## src/rtl/fpu_arbiter.sv

```systemverilog
// fpu_arbiter: round-robin arbiter and sequencer in front of a single fpu adder.
//
// Two requesters each offer an operand pair over a valid/ready handshake. The
// winner's operands are driven to the fpu and held for SETTLE_CYCLES cycles.
// The fpu result and status are then captured and returned on that
// requester's response channel, and held there until the requester consumes
// them.
//
// Ports
//   clock100KHz                       system clock, rising edge
//   reset                             asynchronous, active-low
//   req0_valid/ready/a/b              requester 0 operand channel
//   req1_valid/ready/a/b              requester 1 operand channel
//   rsp0_valid/ready/data/status      requester 0 result channel
//   rsp1_valid/ready/data/status      requester 1 result channel
//   fpu_op_A, fpu_op_B                operands to the fpu (registered)
//   fpu_data_in, fpu_status_in        result and status from the fpu
//   busy                              high whenever a transaction is in flight
//
// Optional build macro FPU_ARB_ERR_CNT_EN adds the ovf_count and unf_count
// outputs. These are saturating counters of captured overflow and underflow
// statuses.

module fpu_arbiter #(
  parameter int unsigned SETTLE_CYCLES = 128,
  parameter int unsigned CNT_W         = 8
) (
  input  logic        clock100KHz,
  input  logic        reset,
  input  logic        req0_valid,
  output logic        req0_ready,
  input  logic [31:0] req0_a,
  input  logic [31:0] req0_b,
  input  logic        req1_valid,
  output logic        req1_ready,
  input  logic [31:0] req1_a,
  input  logic [31:0] req1_b,
  output logic        rsp0_valid,
  input  logic        rsp0_ready,
  output logic [31:0] rsp0_data,
  output logic [3:0]  rsp0_status,
  output logic        rsp1_valid,
  input  logic        rsp1_ready,
  output logic [31:0] rsp1_data,
  output logic [3:0]  rsp1_status,
  output logic [31:0] fpu_op_A,
  output logic [31:0] fpu_op_B,
  input  logic [31:0] fpu_data_in,
  input  logic [3:0]  fpu_status_in,
`ifdef FPU_ARB_ERR_CNT_EN
  output logic [7:0]  ovf_count,
  output logic [7:0]  unf_count,
`endif
  output logic        busy
);

  typedef enum logic [2:0] {
    StIdle,
    StIssue,
    StSettle,
    StCapture,
    StRespond
  } state_e;

  state_e             state_q, state_d;
  logic               last_grant_q;
  logic               grant_id_q;
  logic [31:0]        op_a_q, op_b_q;
  logic [CNT_W-1:0]   cnt_q;
  logic               grant0, grant1;
  logic               rsp_fire;

  // On a tie, the requester that was not served last wins.
  assign grant0 = req0_valid && (!req1_valid || last_grant_q);
  assign grant1 = req1_valid && (!req0_valid || !last_grant_q);

  assign rsp_fire = grant_id_q ? (rsp1_valid && rsp1_ready) : (rsp0_valid && rsp0_ready);

  assign busy = (state_q != StIdle);

  always_comb begin
    state_d    = state_q;
    req0_ready = 1'b0;
    req1_ready = 1'b0;
    case (state_q)
      StIdle: begin
        // Ready is combinational on valid so the accept costs no extra cycle.
        req0_ready = grant0;
        req1_ready = grant1;
        if (grant0 || grant1) state_d = StIssue;
      end
      StIssue:   state_d = StSettle;
      StSettle:  if (cnt_q == CNT_W'(SETTLE_CYCLES - 1)) state_d = StCapture;
      StCapture: state_d = StRespond;
      StRespond: if (rsp_fire) state_d = StIdle;
      default:   state_d = StIdle;
    endcase
  end

  always_ff @(posedge clock100KHz or negedge reset) begin
    if (!reset) begin
      state_q <= StIdle;
    end else begin
      state_q <= state_d;
    end
  end

  always_ff @(posedge clock100KHz or negedge reset) begin
    if (!reset) begin
      last_grant_q <= 1'b1;
      grant_id_q   <= 1'b0;
      op_a_q       <= '0;
      op_b_q       <= '0;
      cnt_q        <= '0;
      fpu_op_A     <= '0;
      fpu_op_B     <= '0;
      rsp0_valid   <= 1'b0;
      rsp0_data    <= '0;
      rsp0_status  <= '0;
      rsp1_valid   <= 1'b0;
      rsp1_data    <= '0;
      rsp1_status  <= '0;
    end else begin
      case (state_q)
        StIdle: begin
          if (req0_ready || req1_ready) begin
            op_a_q       <= req1_ready ? req1_a : req0_a;
            op_b_q       <= req1_ready ? req1_b : req0_b;
            grant_id_q   <= req1_ready;
            last_grant_q <= req1_ready;
          end
        end
        StIssue: begin
          fpu_op_A <= op_a_q;
          fpu_op_B <= op_b_q;
          cnt_q    <= '0;
        end
        StSettle: begin
          cnt_q <= cnt_q + 1'b1;
        end
        StCapture: begin
          // Only the granted channel is written; the other one stays untouched.
          if (grant_id_q) begin
            rsp1_data   <= fpu_data_in;
            rsp1_status <= fpu_status_in;
            rsp1_valid  <= 1'b1;
          end else begin
            rsp0_data   <= fpu_data_in;
            rsp0_status <= fpu_status_in;
            rsp0_valid  <= 1'b1;
          end
        end
        StRespond: begin
          if (rsp_fire) begin
            if (grant_id_q) rsp1_valid <= 1'b0;
            else            rsp0_valid <= 1'b0;
          end
        end
        default: ;
      endcase
    end
  end

`ifdef FPU_ARB_ERR_CNT_EN
  always_ff @(posedge clock100KHz or negedge reset) begin
    if (!reset) begin
      ovf_count <= '0;
      unf_count <= '0;
    end else if (state_q == StCapture) begin
      if (fpu_status_in == 4'b0100 && ovf_count != 8'hFF) ovf_count <= ovf_count + 1'b1;
      if (fpu_status_in == 4'b1000 && unf_count != 8'hFF) unf_count <= unf_count + 1'b1;
    end
  end
`endif

endmodule

```

## config.mk

```make
export PLATFORM = sky130hd
export DESIGN_NAME = fpu_arbiter
export DESIGN_NICKNAME = d
export VERILOG_FILES = /design/src/rtl/fpu_arbiter.sv
export SDC_FILE = /design/constraint.sdc
export NUM_CORES = 1
export LEC_CHECK = 0
export BUFFER_PORTS_ARGS = -buffer_cell sky130_fd_sc_hd__buf_2
export CORE_ASPECT_RATIO = 0.9
export CORE_MARGIN = 4
export CORE_UTILIZATION = 54
export DETAILED_ROUTE_END_ITERATION = 12
export HOLD_SLACK_MARGIN = 0.08
export PLACE_DENSITY = 0.85
export SLEW_MARGIN = 20
export SYNTH_ARGS = -nofsm -noshare
export SYNTH_HDL_FRONTEND = slang
export SYNTH_SLANG_ARGS = --single-unit
```

## constraint.sdc

```tcl
create_clock -name clock100KHz -period 4.82 [get_ports clock100KHz]
set_input_delay 1.446 -clock clock100KHz [delete_from_list [all_inputs] [get_ports clock100KHz]]
set_output_delay 1.446 -clock clock100KHz [all_outputs]
set_load 0.01 [all_outputs]
```

### Word-level counts from Yosys, hierarchy flattened

Index checks and enable logic that the tools add are counted.

| storage, ports and cells | value |
|---|---|
| memories | 0 |
| output and inout port bits | 141 |
| input port bits | 170 |
| bits in latches | 0 |
| bits in writable memories | 0 |
| register bits | 215 |
| word-level logic and storage cells | 67 |
| memory bits (read-only) | 0 |

| cells by class | value |
|---|---|
| add/subtract/negate cells | 1 |
| equal/unequal tests | 12 |
| multipliers | 0 |
| shift operators | 0 |
| reductions and logical operators | 21 |
| muxes and demuxes | 18 |
| bitwise operators | 1 |
| divide/modulo/power cells | 0 |
| order comparisons | 0 |

Operators with widths:

| kind | count |
|---|---|
| $mux 32 | 2 |
| $pmux 8 s2 | 1 |
| $pmux 3 s5 | 1 |
| $ne 2x2->1 const B | 7 |
| $mux 1 | 9 |
| $mux 3 | 3 |
| $add 8x1->8 const B | 1 |
| $eq 8x7->1 const B | 1 |
| $reduce_and 4->1 | 2 |
| $eq 3x2->1 const B | 2 |
| $reduce_and 2->1 | 3 |
| $logic_and 1x1->1 | 4 |
| $logic_or 1x1->1 | 4 |
| $pmux 1 s2 | 2 |
| $reduce_bool 2->1 | 2 |
| $eq 3x1->1 const B | 1 |
| $eq 3x3->1 const B | 1 |
| $logic_not 1->1 | 3 |
| $logic_not 3->1 | 1 |
| $reduce_and 3->1 | 1 |
| $reduce_bool 3->1 | 1 |
| $not 1->1 | 1 |

### Longest topological paths before layout

Gate-level depths: netlist (run 1).

| logic depth | value |
|---|---|
| depth in word-level cells | 6 |
| mapped depth | 8 |
| mapped depth without buffers | 4 |

### Least setup slack after synthesis (run 1)

OpenSTA, ideal clock, no wires.

| path | value |
|---|---|
| kind | input -> output |
| start point | input req0_valid |
| end point | output req0_ready |
| slack | 0.990 ns |
| buffers on the path | 2 |
| arrival time | 2.384 ns |
| data required time | 3.374 ns |
| stages on the path | 4 |
| cell sequence | or4b_4 -> buf_6 -> buf_2 -> nor2_1 |

| on the way | value |
|---|---|
| longest elaborated chain between the ends | 2 |

Ends and longest elaborated chain:

| what | line | text |
|---|---|---|
| start, declared | 30 | `input logic req0_valid,` |
| $logic_and 1x1->1 | 74 | `assign grant0 = req0_valid && (!req1_valid \|\| last_grant_q);` |
| $mux 1 | 85 | `case (state_q)` |
| end, declared | 31 | `output logic req0_ready,` |

No other way between the ends.

### Worst setup path after layout (run 1)

Ends and elaborated chain as after synthesis.

==> results of run 1 <==
==> power breakdown <==
group	total (uW)	internal (uW)	switching (uW)	leakage (uW)
Sequential	1910	1870	37.6	0.00279
Combinational	216	115	101	0.00255
Clock	1620	960	659	0.000343
==> final cells by class <==
type	instances	area [um2]
well taps	207	259
multi-input cells	335	3140
clock buffers	33	673
fillers	1183	4940
inverters	4	15.0
diodes	7	17.5
clock inverters	4	26.3
flip-flops and latches	215	5380
repair buffers	317	1630
==> synth_stat cells, types with 2 or more instances <==
library cell and instances:
sky130_fd_sc_hd__o41ai_1 2, sky130_fd_sc_hd__o311ai_0 2, sky130_fd_sc_hd__buf_1 2, sky130_fd_sc_hd__nand2b_1 2
sky130_fd_sc_hd__a21oi_1 8, sky130_fd_sc_hd__o31ai_1 3, sky130_fd_sc_hd__nand2_1 5, sky130_fd_sc_hd__nor2_1 6
sky130_fd_sc_hd__mux2_2 136, sky130_fd_sc_hd__clkbuf_1 20, sky130_fd_sc_hd__nand4_1 2, sky130_fd_sc_hd__dfrtp_1 214
sky130_fd_sc_hd__o221a_2 37, sky130_fd_sc_hd__inv_1 4, sky130_fd_sc_hd__nor3_1 2, sky130_fd_sc_hd__nand4b_1 2
sky130_fd_sc_hd__buf_6 10, sky130_fd_sc_hd__or3_1 65, sky130_fd_sc_hd__o221a_1 26, sky130_fd_sc_hd__nor2b_1 2
sky130_fd_sc_hd__o21ai_0 7, sky130_fd_sc_hd__o211ai_1 3, sky130_fd_sc_hd__buf_2 19, sky130_fd_sc_hd__nand3_1 6
==> logic make-up after synthesis <==
kind of cell             after synthesis  synth area share
flip-flops                           215             0.611
multiplexers                         136             0.174
AND/OR/NAND/NOR                      103            0.0730
AO/OA/AOI/OAI                         94             0.105
buffers and inverters                 55            0.0347
XOR/XNOR                               1          0.000995
adder cells (fa/ha/maj)                1           0.00142
==> cell usage in the layout, fill, tap and decap left out, types with 7 or more instances in the layout <==
cell type | netlist | routed
sky130_fd_sc_hd__a21oi_1 | 8 | 8
sky130_fd_sc_hd__buf_2 | 19 | 309
sky130_fd_sc_hd__clkbuf_16 | 0 | 23
sky130_fd_sc_hd__clkbuf_8 | 0 | 7
sky130_fd_sc_hd__dfrtp_1 | 214 | 214
sky130_fd_sc_hd__diode_2 | 0 | 7
sky130_fd_sc_hd__mux2_2 | 136 | 136
sky130_fd_sc_hd__o21ai_0 | 7 | 7
sky130_fd_sc_hd__o221a_1 | 26 | 26
sky130_fd_sc_hd__o221a_2 | 37 | 37
sky130_fd_sc_hd__or3_1 | 65 | 65
==> per-layer routing <==
metal / wire length (um) / vias to the layer above / track usage
met2: 10900 / 241 / 0.376
met3: 1480 / 67 / 0.0454
met5: 0 / - / 0
met4: 939 / 0 / 0.0961
met1: 8790 / 3185 / 0.313
li1: - / 2885 / -
==> flip-flops by register name, summed over array words and instances (netlist names) <==
register / flops
fpu_op_A: 32
fpu_op_B: 32
op_a_q: 32
op_b_q: 32
rsp0_data: 32
rsp1_data: 32
cnt_q: 8
rsp0_status: 4
rsp1_status: 4
state_q: 3
grant_id_q: 1
last_grant_q: 1
rsp0_valid: 1
rsp1_valid: 1
==> worst min path at each step <==
stage / start / endpoint / slack (ns) / depth (start not counted)
floorplan: last_grant_q / last_grant_q / 0.45 / 2
finish: cnt_q[7] / cnt_q[7] / 0.49 / 1
global placement: cnt_q[7] / cnt_q[7] / 0.47 / 1
detailed placement: cnt_q[7] / cnt_q[7] / 0.47 / 1
global route: rsp0_data[3] / rsp0_data[3] / 0.51 / 1
CTS: cnt_q[7] / cnt_q[7] / 0.49 / 1
==> through the flow <==
step	power, uW	instance area (um2)	setup slack (ns)	instances	utilization
2_1_floorplan	2000	8810	0.990	605	-
3_3_place_gp	2150	10400	1.09	1078	0.648
3_5_place_dp	2160	10400	1.06	1078	0.648
4_1_cts	3790	11100	1.05	1115	0.692
5_1_grt	3900	11100	1.00	1120	0.693
6_report	3740	11100	1.06	1122	0.693
==> metrics.log, run 1 <==
[metrics] start point of the critical path: req0_valid
[metrics] number of rows in the core area: 44
[metrics] number of detailed-routing iterations run before antenna repair: 4
[metrics] WP data required: ~3.4 ns
[metrics] Critical Path Most Common Cell: sky130_fd_sc_hd__buf_2
[metrics] leading area contributor after synthesis: sky130_fd_sc_hd__dfrtp_1
[metrics] number of H-tree branching levels: 1
[metrics] Fin Clk Skew: around 0.012 ns
[metrics] starting density of the core: 0.548
[metrics] number of enable flip-flop cells after synthesis: 0
[metrics] area of the placeable core: around 0.016 mm2
[metrics] CP bufs+invs: 2
[metrics] Final TNS setup: 0 ns
[metrics] fraction of registers with async set or reset after synthesis: 1.00
[metrics] Lkg Pwr: 0.00568 uW
[metrics] Distinct cells, synth: 44
[metrics] gpl congestion: about 0.79
[metrics] setup repair after global routing missed its margin: no
[metrics] number of buffers added by the clock tree synthesis step: 22
[metrics] share of the clock period used by the worst path: 0.781
[metrics] initial drt markers: 292
[metrics] maximum clock frequency: about 270 MHz
[metrics] # resized after CTS: 0
[metrics] CTS tree: yes
[metrics] P per Cell Area: between 300 and 400 mW/mm2
[metrics] Avg WL per Cell: about 20 um
[metrics] Synth Instances: 605
[metrics] Critical Path Start Type: input pin
[metrics] sequential cell area fraction in the yosys report: 0.611
[metrics] overall global routing resource usage: 0.233
[metrics] transition at the pin with the smallest max-transition slack: 1.10 ns
[metrics] start-to-end type of the worst setup path: input pin to output port
[metrics] area grow syn2layout: 26.5%
[metrics] reg-to-reg endpoint: op_a_q[12]
[metrics] vias in the first global route: between 6000 and 7000
[metrics] Area contributors post-synth: sky130_fd_sc_hd__dfrtp_1, sky130_fd_sc_hd__mux2_2, sky130_fd_sc_hd__o221a_2, sky130_fd_sc_hd__or3_1, sky130_fd_sc_hd__o221a_1
[metrics] DR vias: roughly 6400
[metrics] flop and latch count out of synthesis: roughly 220
[metrics] height of the chip: between 100 and 150 um
[metrics] Congestion Overflow GR: 0
[metrics] Tightest Hold Check Type: flip-flop to flip-flop
[metrics] longest individual stage delay on the worst path: about 0.46 ns
[metrics] clk sink count: 215
[metrics] capture point of the critical path: req0_ready
[metrics] crit path cell chain: buf_2 > or4b_4 > nor2_1 > buf_2
[metrics] Clk Latency, worst-skew pair: 0.49 ns
[metrics] number of nets produced by synthesis: a little under 800
[metrics] smallest hold slack: 0.489 ns
[metrics] status: completed
[metrics] global-route wire length before repair: roughly 34000 um
[metrics] maximum fanout encountered on the critical timing path: 3
[metrics] worst-case clock buffer depth: 3
[metrics] Worst Reg-to-Reg Cells: 5
[metrics] Period minus WS final: between 3 and 4 ns
[metrics] max-slew headroom at the worst pin: 0.266
[metrics] number of antenna violations at the first check in global routing: 5
[metrics] data arrival at the endpoint of the critical path: around 2.3 ns
[metrics] I/O Pins: 311
[metrics] remaining antenna violation count: 0
[metrics] final net count: ~1100
[metrics] chip width: roughly 140 um
[metrics] post-synth design cell area: around 0.0088 mm2
[metrics] total of hold buffers inserted after clock tree synthesis: 0
[metrics] instance count on the critical path: 4
[metrics] hold violation count in the final report: 0
[metrics] Worst R2R Start: state_q[1]
[metrics] clock slew at reported path FFs: 0.05 ns
[metrics] wirelength, routed: 22100 um
[metrics] setup-violating endpoint count in the final report: 0
[metrics] Post-Synthesis Mean Instance Area: 14.6 um2
[metrics] count of unresolved DRC violations after routing: 0
[metrics] r2r setup slk: a little over 2 ns
[metrics] setup bufs post-CTS: 0
[metrics] crit-path leading delay family: simple AND/OR/NAND/NOR gates
[metrics] Port Buffers: 310
[metrics] share of the synthesized area in the top cell type: 0.608
[metrics] kind of capture point of the worst setup path: output port
[metrics] worst-case vdd ir drop: 0.271 mV
[metrics] fraction of layout cells with a size suffix above 1: 0.587
[metrics] count of warnings emitted by yosys: 0
[metrics] Final Max Slew Viols: 0
[metrics] critical-path cell with the highest stage delay: sky130_fd_sc_hd__or4b_4
[metrics] DR vias/cell: about 5.7
[metrics] pin count of the biggest net entering global routing: between 90 and 100
[metrics] clock root buffer: sky130_fd_sc_hd__clkbuf_16
[metrics] Die Outline Area: approximately 0.018 mm2
[metrics] predominant post-synthesis flop cell: sky130_fd_sc_hd__dfrtp_1
[metrics] detailed placement HPWL: 15000 um
[metrics] count of max-cap constraint violations: 0
No activity file was read; power rests on OpenSTA's default activity.
==> run 2: changes to the inputs <==
--- a/config.mk
+++ b/config.mk
@@ -8,10 +8,10 @@
 export BUFFER_PORTS_ARGS = -buffer_cell sky130_fd_sc_hd__buf_2
 export CORE_ASPECT_RATIO = 0.9
 export CORE_MARGIN = 4
-export CORE_UTILIZATION = 54
+export CORE_UTILIZATION = 45
 export DETAILED_ROUTE_END_ITERATION = 12
 export HOLD_SLACK_MARGIN = 0.08
-export PLACE_DENSITY = 0.85
+export PLACE_DENSITY = 0.75
 export SLEW_MARGIN = 20
 export SYNTH_ARGS = -nofsm -noshare
 export SYNTH_HDL_FRONTEND = slang
==> constraint.sdc (replaced) <==
create_clock -name clock100KHz -period 3.15 [get_ports clock100KHz]
set_input_delay 0.945 -clock clock100KHz [delete_from_list [all_inputs] [get_ports clock100KHz]]
set_output_delay 0.945 -clock clock100KHz [all_outputs]
set_load 0.01 [all_outputs]
==> metrics.log, run 2 (synthesis gave the netlist of run 1 again) <==
[metrics] status: completed
[metrics] wirelength, routed: 23400 um (+6.0%)
[metrics] pin count of the biggest net entering global routing: 70 (-23%)
[metrics] Clk Latency, worst-skew pair: 0.51 ns (+0.02 ns)
[metrics] final standard cell utilization of the core: 0.592 (-0.101)
[metrics] starting density of the core: 0.458 (-0.0896)
[metrics] Avg WL per Cell: 19.9 um (+0.84%)
[metrics] I/O Pins: 311 (unchanged)
[metrics] area of the placeable core: 0.0192 mm2 (+20%)
[metrics] Die Outline Area: 0.0219 mm2 (+19%)
[metrics] fraction of layout cells with a size suffix above 1: 0.593 (+0.00583)
[metrics] longest individual stage delay on the worst path: 0.46 ns (about the same)
[metrics] clock root buffer: sky130_fd_sc_hd__clkbuf_16
[metrics] number of buffers added by the clock tree synthesis step: 23 (+4.5%)
[metrics] Cell Area, Placed: 0.0106 mm2 (+1.7%)
[metrics] maximum clock frequency: 356 MHz
[metrics] setup-violating endpoint count in the final report: 0 (unchanged)
[metrics] setup repair after global routing missed its margin: no
[metrics] count of unresolved DRC violations after routing: 0 (unchanged)
[metrics] clock slew at reported path FFs: 0.06 ns (about the same)
[metrics] transition at the pin with the smallest max-transition slack: 0.992 ns (-0.109 ns)
[metrics] # resized after CTS: 0 (unchanged)
[metrics] hold violation count in the final report: 0 (unchanged)
[metrics] number of detailed-routing iterations run before antenna repair: 4 (unchanged)
[metrics] initial drt markers: 329 (+13%)
[metrics] Port Buffers: 310 (unchanged)
[metrics] count of max-cap constraint violations: 0 (unchanged)
[metrics] start-to-end type of the worst setup path: flip-flop to output port
[metrics] clk sink count: 215 (unchanged)
[metrics] DR vias/cell: 5.38 (-5.4%)
[metrics] number of H-tree branching levels: 1 (unchanged)
[metrics] commonest non-fill, non-tap cells in the layout: sky130_fd_sc_hd__buf_2, sky130_fd_sc_hd__dfrtp_1, sky130_fd_sc_hd__mux2_2
[metrics] Placement Setup Slack: 0.404 ns (-0.654 ns)
[metrics] worst-case clock buffer depth: 3 (unchanged)
[metrics] critical-path cell with the highest stage delay: sky130_fd_sc_hd__or3_1
[metrics] final critical-path setup slack: 0.341 ns (-0.716 ns)
[metrics] max-slew headroom at the worst pin: 0.339 (+0.0727)
[metrics] summed area of non-filler cells in the final layout: 0.0114 mm2 (+2.2%)
[metrics] remaining antenna violation count: 0 (unchanged)
[metrics] vias in the first global route: 6528 (+3.2%)
[metrics] P per Cell Area: 524 mW/mm2 (+56%)
[metrics] DR vias: 6338 (-0.63%)
[metrics] Final TNS setup: 0 ns (unchanged)
[metrics] Congestion Overflow GR: 0 (unchanged)
[metrics] maximum fanout encountered on the critical timing path: 4 (+1)
[metrics] setup bufs post-CTS: 0 (unchanged)
[metrics] final net count: 1077 (+1.0%)
[metrics] detailed placement HPWL: 16300 um (+8.6%)
[metrics] leading cell type in the layout, fill and taps excluded: sky130_fd_sc_hd__buf_2
[metrics] global-route wire length before repair: 36600 um (+6.4%)
[metrics] Fin Clk Skew: 0.0150 ns (+0.00342 ns)
[metrics] data arrival at the endpoint of the critical path: 1.86 ns (-0.46 ns)
[metrics] CTS tree: yes
[metrics] crit path cell chain: or3_1 > or2_2 > inv_1 > buf_2
[metrics] gpl congestion: 0.799 (+1.3%)
[metrics] CP bufs+invs: 2 (unchanged)
[metrics] overall global routing resource usage: 0.206 (-0.0268)
[metrics] area grow syn2layout: 29.3%
[metrics] chip width: 155 um (+9.0%)
[metrics] WP data required: 2.20 ns (-1.17 ns)
[metrics] share of the clock period used by the worst path: 0.892
[metrics] Lkg Pwr: 0.00578 uW (+1.8%)
[metrics] worst-case vdd ir drop: 0.331 mV (+22%)
[metrics] Critical Path Start Type: flip-flop
[metrics] crit-path leading delay family: simple AND/OR/NAND/NOR gates
[metrics] number of rows in the core area: 48 (+9.1%)
[metrics] total of hold buffers inserted after clock tree synthesis: 0 (unchanged)
[metrics] height of the chip: 141 um (+9.0%)
[metrics] kind of capture point of the worst setup path: output port
[metrics] number of antenna violations at the first check in global routing: 7 (+2)
[metrics] Period minus WS final: 2.81 ns
[metrics] Final Max Slew Viols: 0 (unchanged)
[metrics] Tightest Hold Check Type: input pin to async pin
run 2: cell count changes in the layout (fill, tap and decap cells not counted):
cell                         change
sky130_fd_sc_hd__bufinv_16       +2
sky130_fd_sc_hd__diode_2         +1
sky130_fd_sc_hd__clkinv_2        +2
sky130_fd_sc_hd__buf_4           +6
sky130_fd_sc_hd__buf_12          +4
sky130_fd_sc_hd__clkinv_4        -1
sky130_fd_sc_hd__clkinvlp_4      -1
sky130_fd_sc_hd__inv_6           +1
run 2: area by class of cell:
class	count	area (um2)
Fill cell	1557	7840
Sequential cell	215	5380
Multi-Input combinational cell	335	3140
Timing Repair Buffer	327	1750
Clock buffer	33	673
Tap cell	250	313
Clock inverter	7	88.8
Antenna cell	8	20.0
Inverter	4	15.0
run 2: worst reg2reg max path: cells and delay by family (launching register included):
family	cells	cell delay [ns]
and+or+nand+nor	2	1.06
muxes	1	0.62
DFF	1	0.37
buffers and inverters	1	0.23
run 2: worst paths after layout:
path,startpoint,endpoint,slack [ns],cells after the start
max,state_q[1],req1_ready,0.34,4
min,reset,fpu_op_A[3],0.45,1
max reg2reg,state_q[0],rsp1_data[31],0.76,4
min reg2reg,last_grant_q,last_grant_q,0.50,2
max in group asynchronous,reset,last_grant_q,1.93,2
min in group clock100KHz,last_grant_q,last_grant_q,0.50,2
run 2: power breakdown:
group	leakage, uW	internal, uW	switching (uW)
sequential	0.00279	2860	55.5
clock	0.000380	1640	1070
combinational	0.00261	182	154
run 2: metal layers:
metal,up-vias,part of all wire,global-route usage
li1,2906,-,-
met1,3164,0.42,0.282
met2,227,0.50,0.340
met3,41,0.058,0.0328
met4,0,0.029,0.0645
met5,-,0,0
run 2: per-stage QoR:
step                      hold slack (ns)  cells  total power, uW
after global routing                0.478   1178             6190
final                               0.447   1179             5960
after global placement              0.468   1131             3290
after floorplan                     0.447    605             3070
after CTS                           0.461   1171             6030
after detailed placement            0.482   1131             3300
==> run 3: changes to the inputs <==
==> constraint.sdc (replaced) <==
create_clock -name clock100KHz -period 3.15 [get_ports clock100KHz]
set_input_delay 0.945 -clock clock100KHz [delete_from_list [all_inputs] [get_ports clock100KHz]]
set_output_delay 0.945 -clock clock100KHz [all_outputs]
set_load 0.005 [all_outputs]
==> metrics.log, run 3 (synthesis gave the netlist of run 1 again) <==
[metrics] gpl congestion: 0.792 (-0.76%)
[metrics] start-to-end type of the worst setup path: flip-flop to output port
[metrics] number of non-filler instances in the completed layout: 1179 (unchanged)
[metrics] worst-case clock buffer depth: 3 (unchanged)
[metrics] starting density of the core: 0.458 (unchanged)
[metrics] Tightest Hold Check Type: input pin to async pin
[metrics] Clk Latency, worst-skew pair: 0.50 ns (about the same)
[metrics] final net count: 1078 (+0.093%)
[metrics] clock root buffer: sky130_fd_sc_hd__clkbuf_16
[metrics] setup bufs post-CTS: 0 (unchanged)
[metrics] overall global routing resource usage: 0.212 (+0.00550)
[metrics] number of detailed-routing iterations run before antenna repair: 6 (+2)
[metrics] summed area of non-filler cells in the final layout: 0.0114 mm2 (+0.52%)
[metrics] worst-case vdd ir drop: 0.381 mV (+15%)
[metrics] number of buffers added by the clock tree synthesis step: 23 (unchanged)
[metrics] DR vias: 6352 (+0.22%)
[metrics] # resized after CTS: 0 (unchanged)
[metrics] remaining antenna violation count: 0 (unchanged)
[metrics] setup-violating endpoint count in the final report: 0 (unchanged)
[metrics] clock slew at reported path FFs: 0.06 ns (about the same)
[metrics] area of the placeable core: 0.0192 mm2 (unchanged)
[metrics] Final Max Slew Viols: 0 (unchanged)
[metrics] count of unresolved DRC violations after routing: 0 (unchanged)
[metrics] global-route wire length before repair: 37300 um (+2.0%)
[metrics] leading cell type in the layout, fill and taps excluded: sky130_fd_sc_hd__buf_2
[metrics] I/O Pins: 311 (unchanged)
[metrics] vias in the first global route: 6580 (+0.80%)
[metrics] Final TNS setup: 0 ns (unchanged)
[metrics] transition at the pin with the smallest max-transition slack: 1.00 ns (+0.0105 ns)
[metrics] commonest non-fill, non-tap cells in the layout: sky130_fd_sc_hd__buf_2, sky130_fd_sc_hd__dfrtp_1, sky130_fd_sc_hd__mux2_2
[metrics] CTS tree: yes
[metrics] DR vias/cell: 5.39 (+0.22%)
[metrics] setup repair after global routing missed its margin: no
[metrics] Worst Reg-to-Reg Cells: 4 (unchanged)
[metrics] height of the chip: 141 um (unchanged)
[metrics] maximum clock frequency: 358 MHz (+0.65%)
[metrics] initial drt markers: 230 (-30%)
[metrics] Cell Area, Placed: 0.0106 mm2 (+0.19%)
[metrics] Lkg Pwr: 0.00581 uW (+0.54%)
[metrics] Critical Path Start Type: flip-flop
[metrics] number of antenna violations at the first check in global routing: 5 (-2)
[metrics] clk sink count: 215 (unchanged)
[metrics] number of rows in the core area: 48 (unchanged)
[metrics] kind of capture point of the worst setup path: output port
[metrics] wirelength, routed: 23600 um (+0.73%)
[metrics] number of inserted filler cells in the final layout: 1575 (+1.2%)
[metrics] area grow syn2layout: 29.9%
[metrics] count of max-cap constraint violations: 0 (unchanged)
[metrics] Fin Clk Skew: 0.00947 ns (-0.00554 ns)
[metrics] number of H-tree branching levels: 1 (unchanged)
[metrics] Die Outline Area: 0.0219 mm2 (unchanged)
[metrics] chip width: 155 um (unchanged)
[metrics] WP data required: 2.20 ns (about the same)
[metrics] status: completed
[metrics] data arrival at the endpoint of the critical path: 1.85 ns (about the same)
[metrics] fraction of layout cells with a size suffix above 1: 0.594 (+0.00132)
[metrics] pin count of the biggest net entering global routing: 69 (-1.4%)
[metrics] Period minus WS final: 2.79 ns (-0.0181 ns)
[metrics] Avg WL per Cell: 20.0 um (+0.73%)
[metrics] Congestion Overflow GR: 0 (unchanged)
[metrics] share of the clock period used by the worst path: 0.886 (-0.00575)
[metrics] hold violation count in the final report: 0 (unchanged)
[metrics] total of hold buffers inserted after clock tree synthesis: 0 (unchanged)
[metrics] detailed placement HPWL: 16600 um (+1.9%)
[metrics] P per Cell Area: 531 mW/mm2 (+1.3%)
[metrics] number of placed cells counting well taps: 1132 (+0.088%)
[metrics] max-slew headroom at the worst pin: 0.332 (-0.00703)
[metrics] Port Buffers: 310 (unchanged)
[metrics] maximum fanout encountered on the critical timing path: 4 (unchanged)
-- run 3: worst max-delay path: stages (launching register included) --
cell and delay (ns):
sky130_fd_sc_hd__dfrtp_1 0.40, sky130_fd_sc_hd__or3_1 0.47, sky130_fd_sc_hd__or2_2 0.33, sky130_fd_sc_hd__inv_1 0.05, sky130_fd_sc_hd__buf_2 0.10
-- run 3: metrics by stage --
step | total power, uW | hold slack (ns) | setup WS [ns] | util
finish | 6070 | 0.461 | 0.359 | 0.595
global route | 6320 | 0.489 | 0.240 | 0.595
CTS | 6150 | 0.470 | 0.324 | 0.595
detailed placement | 3300 | 0.482 | 0.400 | 0.553
global placement | 3280 | 0.465 | 0.436 | 0.553
floorplan | 3060 | 0.447 | 0.384 | -
-- run 3: cell type report --
type	count	area [um2]	area share
Timing Repair Buffer	328	1770	0.155
Tap cell	250	313	0.0273
Inverter	4	15.0	0.00131
Antenna cell	5	12.5	0.00109
Clock buffer	33	673	0.0588
Sequential cell	215	5380	0.470
Clock inverter	9	135	0.0118
Multi-Input combinational cell	335	3140	0.275
-- run 3: routing by layer --
layer | wire length (um) | track usage | vias up
met1 | 9880 | 0.286 | 3208
met3 | 1260 | 0.0362 | 43
met5 | 0 | 0 | -
met2 | 11800 | 0.352 | 204
met4 | 674 | 0.0659 | 0
li1 | - | - | 2897
-- run 3: where the power goes --
group          leakage, uW  internal, uW  switching [uW]  total, uW
Clock             0.000399          1740            1080       2830
Combinational      0.00262           182             146        328
Sequential         0.00279          2860            56.6       2920
-- run 3: worst paths after layout --
check	slack [ns]	end	startpoint
max reg2reg	0.74	rsp1_data[1]	state_q[0]
max	0.36	req1_ready	state_q[1]
min	0.46	fpu_op_A[3]	reset
min in group clock100KHz	0.47	cnt_q[7]	cnt_q[7]
min reg2reg	0.47	cnt_q[7]	cnt_q[7]
max in group asynchronous	1.94	last_grant_q	reset
